===== src/rtl/vga_timing.sv =====
// 800x600 raster timing generator: free-running h/v counters with a single
// registered decode stage so every output describes the same pixel.
module vga_timing #(
    parameter int unsigned H_VISIBLE = 800,
    parameter int unsigned H_FRONT   = 56,
    parameter int unsigned H_SYNC    = 120,
    parameter int unsigned H_BACK    = 64,
    parameter int unsigned V_VISIBLE = 600,
    parameter int unsigned V_FRONT   = 37,
    parameter int unsigned V_SYNC    = 6,
    parameter int unsigned V_BACK    = 23,
    parameter bit          HS_POL    = 1'b1,
    parameter bit          VS_POL    = 1'b1
) (
    input  logic       clock,
    input  logic       reset,
    input  logic       en,
    output logic [9:0] row,
    output logic [9:0] col,
    output logic       hsync,
    output logic       vsync,
    output logic       blank,
    output logic       line_start,
    output logic       frame_start
);

    localparam int unsigned CNT_W   = 11;
    localparam int unsigned H_TOTAL = H_VISIBLE + H_FRONT + H_SYNC + H_BACK;
    localparam int unsigned V_TOTAL = V_VISIBLE + V_FRONT + V_SYNC + V_BACK;
    localparam int unsigned HS_BEG  = H_VISIBLE + H_FRONT;
    localparam int unsigned HS_END  = H_VISIBLE + H_FRONT + H_SYNC;
    localparam int unsigned VS_BEG  = V_VISIBLE + V_FRONT;
    localparam int unsigned VS_END  = V_VISIBLE + V_FRONT + V_SYNC;

    logic [CNT_W-1:0] h_cnt;
    logic [CNT_W-1:0] v_cnt;

    logic       active_c;
    logic       hs_act_c;
    logic       vs_act_c;
    logic [9:0] row_c;
    logic [9:0] col_c;
    logic       line_start_c;
    logic       frame_start_c;

    // Raster position counters; vertical steps on each horizontal wrap.
    always_ff @(posedge clock) begin
        if (reset) begin
            h_cnt <= '0;
            v_cnt <= '0;
        end else if (en) begin
            if (h_cnt == CNT_W'(H_TOTAL - 1)) begin
                h_cnt <= '0;
                if (v_cnt == CNT_W'(V_TOTAL - 1)) begin
                    v_cnt <= '0;
                end else begin
                    v_cnt <= v_cnt + CNT_W'(1);
                end
            end else begin
                h_cnt <= h_cnt + CNT_W'(1);
            end
        end
    end

    // Decode of the current counter position, registered below.
    always_comb begin
        active_c      = (h_cnt < CNT_W'(H_VISIBLE)) && (v_cnt < CNT_W'(V_VISIBLE));
        hs_act_c      = (h_cnt >= CNT_W'(HS_BEG)) && (h_cnt < CNT_W'(HS_END));
        vs_act_c      = (v_cnt >= CNT_W'(VS_BEG)) && (v_cnt < CNT_W'(VS_END));
        row_c         = active_c ? v_cnt[9:0] : 10'd0;
        col_c         = active_c ? h_cnt[9:0] : 10'd0;
        line_start_c  = (h_cnt == '0);
        frame_start_c = (h_cnt == '0) && (v_cnt == '0);
    end

    // Output stage: loads on enabled cycles, pulses drop whenever en is low.
    always_ff @(posedge clock) begin
        if (reset) begin
            row         <= '0;
            col         <= '0;
            hsync       <= ~HS_POL;
            vsync       <= ~VS_POL;
            blank       <= 1'b1;
            line_start  <= 1'b0;
            frame_start <= 1'b0;
        end else if (en) begin
            row         <= row_c;
            col         <= col_c;
            hsync       <= hs_act_c ? HS_POL : ~HS_POL;
            vsync       <= vs_act_c ? VS_POL : ~VS_POL;
            blank       <= ~active_c;
            line_start  <= line_start_c;
            frame_start <= frame_start_c;
        end else begin
            line_start  <= 1'b0;
            frame_start <= 1'b0;
        end
    end

endmodule

===== config.mk =====
export PLATFORM = sky130hd
export DESIGN_NAME = vga_timing
export DESIGN_NICKNAME = d
export VERILOG_FILES = /design/src/rtl/vga_timing.sv
export SDC_FILE = /design/constraint.sdc
export NUM_CORES = 1
export LEC_CHECK = 0
export CAP_MARGIN = 10
export CORE_MARGIN = 2
export CORE_UTILIZATION = 64
export CTS_CLUSTER_SIZE = 28
export DETAILED_ROUTE_END_ITERATION = 10
export DONT_BUFFER_PORTS = 1
export PLACE_DENSITY = 0.8
export SLEW_MARGIN = 20
export SYNTH_ARGS = -nofsm -noshare
export SYNTH_HDL_FRONTEND = slang
export SYNTH_SLANG_ARGS = --single-unit
export TNS_END_PERCENT = 10

===== constraint.sdc =====
create_clock -name clock -period 2.55 [get_ports clock]
set_input_delay 0.1275 -clock clock [delete_from_list [all_inputs] [get_ports clock]]
set_output_delay 0.1275 -clock clock [all_outputs]
set_load 0.01 [all_outputs]

==> summary.md, run 1 <==
| Metric | Value |
|---|---|
| Final Cell Area | `0.00214 mm^2` |
| FF-to-FF Start | `h_cnt[1]` |
| Peak VDD IR | `0.435 mV` |
| Cells after Synth | `225` |
| Post-CTS Setup Bufs | `0` |
| Post-Synth Simple-Gate Area | `0.231` |
| Root buf cell | `clkbuf_4` |
| Mapped Area | `just over 0.002 mm^2` |
| Total GRT Usage | `0.258` |
| Clock skew | `15.3 ps` |
| Fill count | `between 200 and 300` |
| Seq. cell area | `941 um^2` |
| Hold_ws | `13.6 ps` |
| Mapped Avg Cell Area | `9.24 um^2` |
| GPL Wtd Cong | `0.926` |
| RSZ-0062 raised after global routing | `no` |
| DIE HEIGHT | `approximately 61 um` |
| Dpl hpwl | `approximately 3000 um` |
| GR Util met3 | `0.0682` |
| Reg2Reg Setup Slack | `340 ps` |
| Synth Area in Adders | `0.0301` |
| Drt wl/cell | `16.6 um` |
| Main combinational cell family by area after synthesis | `simple AND/OR/NAND/NOR gates` |
| Sequential area share after synthesis | `0.453` |
| Pin count of the biggest net entering global routing | `24` |
| 1st-iter DRT viols | `141` |
| Worst Setup End Kind | `flip-flop` |
| Clk slew on worst S/H paths | `130 ps` |
| Worst Max-Slew Pin Slew | `690 ps` |
| Layout Nets | `228` |
| Critical path arrival | `2490 ps` |
| Mux share of post-synthesis cell area | `0` |
| Syn Nets | `approximately 230` |
| Drt drc | `0` |
| Worst Setup Start Kind | `flip-flop` |
| Full die area | `between 0.003 and 0.004 mm^2` |
| Io pins | `28` |
| Worst Setup EP | `v_cnt[8]` |
| Period Utilization, post-route | `0.866` |
| Total length of routed wires | `4390 um` |
| Post-DR vias/cell | `between 6 and 7` |
| P&R area growth vs syn | `3.01%` |
| Hold Crit Class | `in -> reg` |
| Buffers on Ports | `0` |
| P per Cell Area | `525 mW/mm^2` |
| Number of global-route vias before repair | `1,473` |
| Required time worst endpoint | `between 2000 and 3000 ps` |
| Floorplan core area | `0.00308 mm^2` |
| Seq cells post-synth | `47` |
| Antenna diodes | `0` |
| Busiest layer in global routing | `met2` |
| Clock Path Buffers | `2` |
| Status | `completed` |
| Synth Area in Compound Gates | `0.191` |
| Fin cells | `264` |
| Die W | `roughly 61 um` |
| Min Tclk post-route | `about 2200 ps` |
| Slew headroom | `0.540` |
| Pleak | `0.732 nW` |
| Antenna-violating nets left | `0` |
| DR pass1 iterations | `4` |
| TNS Setup | `0 ps` |
| Commonest non-fill, non-tap cell in the layout | `dfxtp_1` |
| Fmax | `453 MHz` |
| Area after DPL | `0.00206 mm^2` |
| Dpl cells | `254` |
| CTS Buf Count | `5` |
| Max-slew violation count | `0` |
| Via count | `1,613` |
| Crit path max fanout | `23` |
| Worst skew pair latency | `360 ps` |
| CTS tree | `built` |
| Yosys cell types | `41` |
| Grt total ovfl | `0` |
| Grt met1 use | `0.316` |
| CTS resizes | `0` |
| Most frequent cells in the layout | `47 x dfxtp_1, 20 x nor2_1, 18 x a22o_1` |
| Effective utilization at floorplan | `0.675` |
| Share of cells above drive strength 1 | `0.0500` |
| First-pass GRT wire length | `between 6000 and 7000 um` |
| Total design power | `about 1.1 mW` |
| Final Hold Vio Count | `0` |
| GR Layer Usage met2 | `0.424` |
| Multi-input logic area | `roughly 0.001 mm^2` |
| Initial antenna violation count | `0` |
| Num Clock Sinks | `47` |
| CP Class | `reg -> reg` |
| Crit path launch | `h_cnt[1]` |
| Final setup fails | `0` |
| Reg2reg end | `v_cnt[8]` |
| Rows | `20` |
| Ys Warns | `0` |
| XOR/XNOR Fraction of Synth Area | `0.0421` |
| CTS H-tree depth | `2` |
| Max Cap Violations | `0` |
| Worst r2r path cells | `5` |
==> stage by stage <==
stage,setup WS [ps],util
floorplan,828,-
global placement,530,0.669
detailed placement,440,0.669
CTS,399,0.696
global route,188,0.696
finish,342,0.696
==> metal layers <==
metal | share of wire | vias up | routed length, um
met4 | 0.016 | 0 | 70
met3 | 0.042 | 6 | 186
met5 | 0 | - | 0
li1 | - | 802 | -
met2 | 0.49 | 42 | 2170
met1 | 0.45 | 763 | 1970
==> timing repair <==
item,in CTS,in global routing
endpoints found under the hold margin,8,0
endpoints found under the setup margin,0,0
hold buffers,3,0
==> cell usage after synthesis (all sizes together) <==
cell type / n / area, um^2
a21oi: 16 / 80.1
a22o: 18 / 158
a311o: 1 / 10.0
a31oi: 1 / 6.26
and2: 3 / 18.8
and3: 1 / 6.26
and3b: 3 / 26.3
and4: 4 / 35.0
buf: 5 / 40.0
clkbuf: 11 / 41.3
dfxtp: 47 / 941
ha: 5 / 62.6
inv: 8 / 30.0
nand2: 11 / 41.3
nand2b: 5 / 31.3
nand3: 9 / 45.0
nand4: 8 / 56.3
nor2: 20 / 75.1
nor2b: 1 / 6.26
nor3: 6 / 30.0
nor3b: 1 / 7.51
nor4: 1 / 21.3
nor4b: 1 / 8.76
o2111a: 1 / 11.3
o211a: 1 / 10.0
o211ai: 1 / 7.51
o21ai: 6 / 30.0
o21bai: 2 / 18.8
o311a: 1 / 10.0
o311ai: 1 / 8.76
o31a: 1 / 8.76
o31ai: 5 / 37.5
or2b: 1 / 7.51
or3: 4 / 25.0
or4: 5 / 37.5
xnor2: 7 / 61.3
xor2: 3 / 26.3
==> state kept, by name, summed over array words and instances (netlist names) <==
| register | count |
|---|---|
| h_cnt | 11 |
| v_cnt | 11 |
| col | 10 |
| row | 10 |
| blank | 1 |
| frame_start | 1 |
| hsync | 1 |
| line_start | 1 |
| vsync | 1 |
==> critical path, cell delays in order, from the launching register on <==
cell and delay, ps:
dfxtp_1 440, ha_1 230, and3_1 220, nand4_2 410
or4_1 660, a21oi_1 150
==> worst min-delay path by stage <==
stage | from | endpoint | slack [ps] | depth (start not counted)
final | reset | col[0] | 10 | 2
after global routing | reset | col[0] | 10 | 2
after CTS | reset | col[0] | 5 | 2
after detailed placement | reset | hsync | 200 | 1
after global placement | reset | hsync | 200 | 1
after floorplan | reset | vsync | 350 | 3
==> cell type report <==
cell class / instances / share of cell area
multi-input cells: 154 / 0.479
flip-flops and latches: 47 / 0.440
well taps: 44 / 0.0257
clock buffers: 5 / 0.0175
repair buffers: 4 / 0.0175
inverters: 8 / 0.0140
clock inverters: 2 / 0.00643
==> kinds of logic (layout without fill, tap and decap cells) <==
group	Yosys count	in the layout
AND/OR/NAND/NOR	84	84
AO/OA/AOI/OAI	55	55
flip-flops	47	47
buffers and inverters	24	19
XOR/XNOR	10	10
adder cells (fa/ha/maj)	5	5
==> power by group <==
| group | switching [mW] | internal (mW) |
|---|---|---|
| Clock | 0.232 | 0.103 |
| Sequential | 0.00787 | 0.741 |
| Combinational | 0.0251 | 0.0148 |
| Total | 0.265 | 0.859 |
Power figures use the tool's default switching activity.
==> run 2, diff against run 1 <==
--- a/config.mk
+++ b/config.mk
@@ -5,13 +5,13 @@
 export SDC_FILE = /design/constraint.sdc
 export NUM_CORES = 1
 export LEC_CHECK = 0
-export CAP_MARGIN = 10
+export CAP_MARGIN = 20
 export CORE_MARGIN = 2
-export CORE_UTILIZATION = 64
+export CORE_UTILIZATION = 56
 export CTS_CLUSTER_SIZE = 28
 export DETAILED_ROUTE_END_ITERATION = 10
 export DONT_BUFFER_PORTS = 1
-export PLACE_DENSITY = 0.8
+export PLACE_DENSITY = 0.74
 export SLEW_MARGIN = 20
 export SYNTH_ARGS = -nofsm -noshare
 export SYNTH_HDL_FRONTEND = slang
==> constraint.sdc (replaced) <==
create_clock -name clock -period 1.9 [get_ports clock]
set_input_delay 0.095 -clock clock [delete_from_list [all_inputs] [get_ports clock]]
set_output_delay 0.095 -clock clock [all_outputs]
set_load 0.01 [all_outputs]
==> run 2 against run 1 <==
Clock skew down 8.4 ps; clock power up 79%; first-iteration DRC count down 24%; maximum frequency up 17%; total power up 48%; setup slack worse by 320 ps; non-clock buffer count up 14; highest routed layer unchanged; cell count up 7.2%; sequential cell count unchanged; utilization down 5.2 points.
==> summary.md, run 2 (same netlist as run 1, synthesis figures left out) <==
| Metric | Value |
|---|---|
| Peak VDD IR | `0.393 mV (-9.6%)` |
| Number of global-route vias before repair | `1,747 (+19%)` |
| Worst path max stage delay | `550 ps (-110 ps)` |
| Initial antenna violation count | `0 (unchanged)` |
| Worst skew pair latency | `300 ps (-60 ps)` |
| RSZ-0062 raised after global routing | `yes` |
| Rows | `22 (+10%)` |
| WHS Path Cells | `2 (unchanged)` |
| Die W | `64.9 um (+6.5%)` |
| 1st-iter DRT viols | `107 (-24%)` |
| Clock Path Buffers | `2 (unchanged)` |
| Layout Nets | `243 (+6.6%)` |
| Num Clock Sinks | `47 (unchanged)` |
| DIE HEIGHT | `64.9 um (+6.5%)` |
| Effective utilization at floorplan | `0.576 (-0.0989)` |
| CTS H-tree depth | `2 (unchanged)` |
| Biggest regs | `h_cnt: 11 flops, v_cnt: 11 flops` |
| Fin cells | `283 (+7.2%)` |
| Min Tclk post-route | `1880 ps (-326 ps)` |
| Io pins | `28 (unchanged)` |
| Post-DR vias/cell | `6.36 (+4.1%)` |
| Grt total ovfl | `0 (unchanged)` |
| Crit path max fanout | `6 (-74%)` |
| Share of cells above drive strength 1 | `0.128 (+0.0777)` |
| Critical-path cell list | `nor4_4 > nand4_4 > or4_1 > a21oi_1` |
| Worst Setup Start Kind | `flip-flop` |
| Dpl hpwl | `3370 um (+13%)` |
| Buffers on Ports | `0 (unchanged)` |
| Buf/Inv on CP | `0 (unchanged)` |
| DR pass1 iterations | `4 (unchanged)` |
| First-pass GRT wire length | `8160 um (+18%)` |
| Most frequent cells in the layout | `46 x dfxtp_1, 19 x nor2_1, 18 x a22o_1` |
| Final setup fails | `0 (unchanged)` |
| P&R area growth vs syn | `11.7%` |
| Worst r2r path cells | `4 (-1)` |
| Critical path arrival | `2100 ps (-390 ps)` |
| CTS tree | `built` |
| CP Class | `reg -> reg` |
| Commonest non-fill, non-tap cell in the layout | `dfxtp_1` |
| Drt drc | `0 (unchanged)` |
| Dpl cells | `272 (+7.1%)` |
| Total length of routed wires | `5060 um (+15%)` |
| Hold Crit Class | `in -> reg` |
| CTS Buf Count | `5 (unchanged)` |
| Worst Setup End Kind | `flip-flop` |
| Via count | `1,800 (+12%)` |
| Final Hold Vio Count | `0 (unchanged)` |
| Clock skew | `6.93 ps (-8.41 ps)` |
| Pin count of the biggest net entering global routing | `19 (-21%)` |
| Status | `completed` |
| Fill count | `303 (+19%)` |
| Floorplan core area | `0.00361 mm^2 (+17%)` |
| Antenna diodes | `0 (unchanged)` |
| Util after Layout | `0.644 (-0.0515)` |
| Required time worst endpoint | `2120 ps (-710 ps)` |
| Fmax | `531 MHz (+17%)` |
| CP max-delay cell | `or4_1` |
| Max-slew violation count | `0 (unchanged)` |
| Slew headroom | `0.646 (+0.106)` |
| P per Cell Area | `715 mW/mm^2 (+36%)` |
| Worst Max-Slew Pin Slew | `529 ps (-161 ps)` |
| Total design power | `1.66 mW (+48%)` |
| Clk slew on worst S/H paths | `80 ps (-50 ps)` |
| Drt wl/cell | `17.9 um (+7.4%)` |
| GPL Wtd Cong | `0.906 (-2.2%)` |
| Max Cap Violations | `0 (unchanged)` |
| Root buf cell | `clkbuf_8` |
| Total GRT Usage | `0.251 (-0.00739)` |
| Full die area | `0.00421 mm^2 (+13%)` |
| Pleak | `0.820 nW (+12%)` |
| CP top delay family | `simple AND/OR/NAND/NOR gates` |
| Antenna-violating nets left | `0 (unchanged)` |
| CP Depth | `4 (-1)` |
| Post-CTS Setup Bufs | `0 (unchanged)` |
| Period Utilization, post-route | `0.990 (+0.125)` |
## run 2: changes by cell type in the layout (fill, tap and decap cells not counted), sizes merged
cell	before	now
buf	1	15
clkbuf	5	6
clkinv	2	1
nand4	8	9
## run 2: routing by layer
layer	GRT usage	routed length, um	up-vias
li1	-	-	832
met1	0.317	2210	874
met2	0.399	2310	81
met3	0.0677	436	13
met4	0.112	95	0
met5	0	0	-
## run 2: per-stage QoR
| stage | instance area, um^2 | setup slack [ps] | hold slack [ps] | TNS, ps |
|---|---|---|---|---|
| floorplan | 2080 | 178 | 322 | 0 |
| global placement | 2170 | 11.3 | 166 | 0 |
| detailed placement | 2170 | -36.3 | 168 | -199 |
| CTS | 2300 | 47.4 | 17.8 | 0 |
| global route | 2320 | -35.6 | 49.8 | -101 |
| finish | 2320 | 18.2 | 50.3 | 0 |
## run 2: power by group
part | internal (mW) | leakage, nW | switching, mW
logic | 0.0244 | 0.393 | 0.0368
clock network | 0.286 | 0.0470 | 0.313
registers | 0.993 | 0.380 | 0.00821
## run 2: final timing paths
| path | end | start | slack (ps) |
|---|---|---|---|
| worst min register to register | vsync | vsync | 530 |
| worst max register to register | v_cnt[9] | h_cnt[4] | 20 |
| worst max-delay path | v_cnt[9] | h_cnt[4] | 20 |
| worst min-delay path | line_start | reset | 50 |
## run 2: layout make-up
class | count | area [um^2] | area share
multi-input combinational | 155 | 1060 | 0.456
sequential | 47 | 942 | 0.406
timing repair buffer | 18 | 143 | 0.0614
clock buffer | 6 | 82.6 | 0.0356
tap | 48 | 60.1 | 0.0259
inverter | 8 | 30.0 | 0.0129
clock inverter | 1 | 5.00 | 0.00216
## run 2: what timing repair did
item | CTS | global route
hold buffers | 3 | 0
cloned | 0 | 1
endpoints found under the setup margin | 10 | 31
resized for setup | 2 | 4
endpoints found under the hold margin | 8 | 0
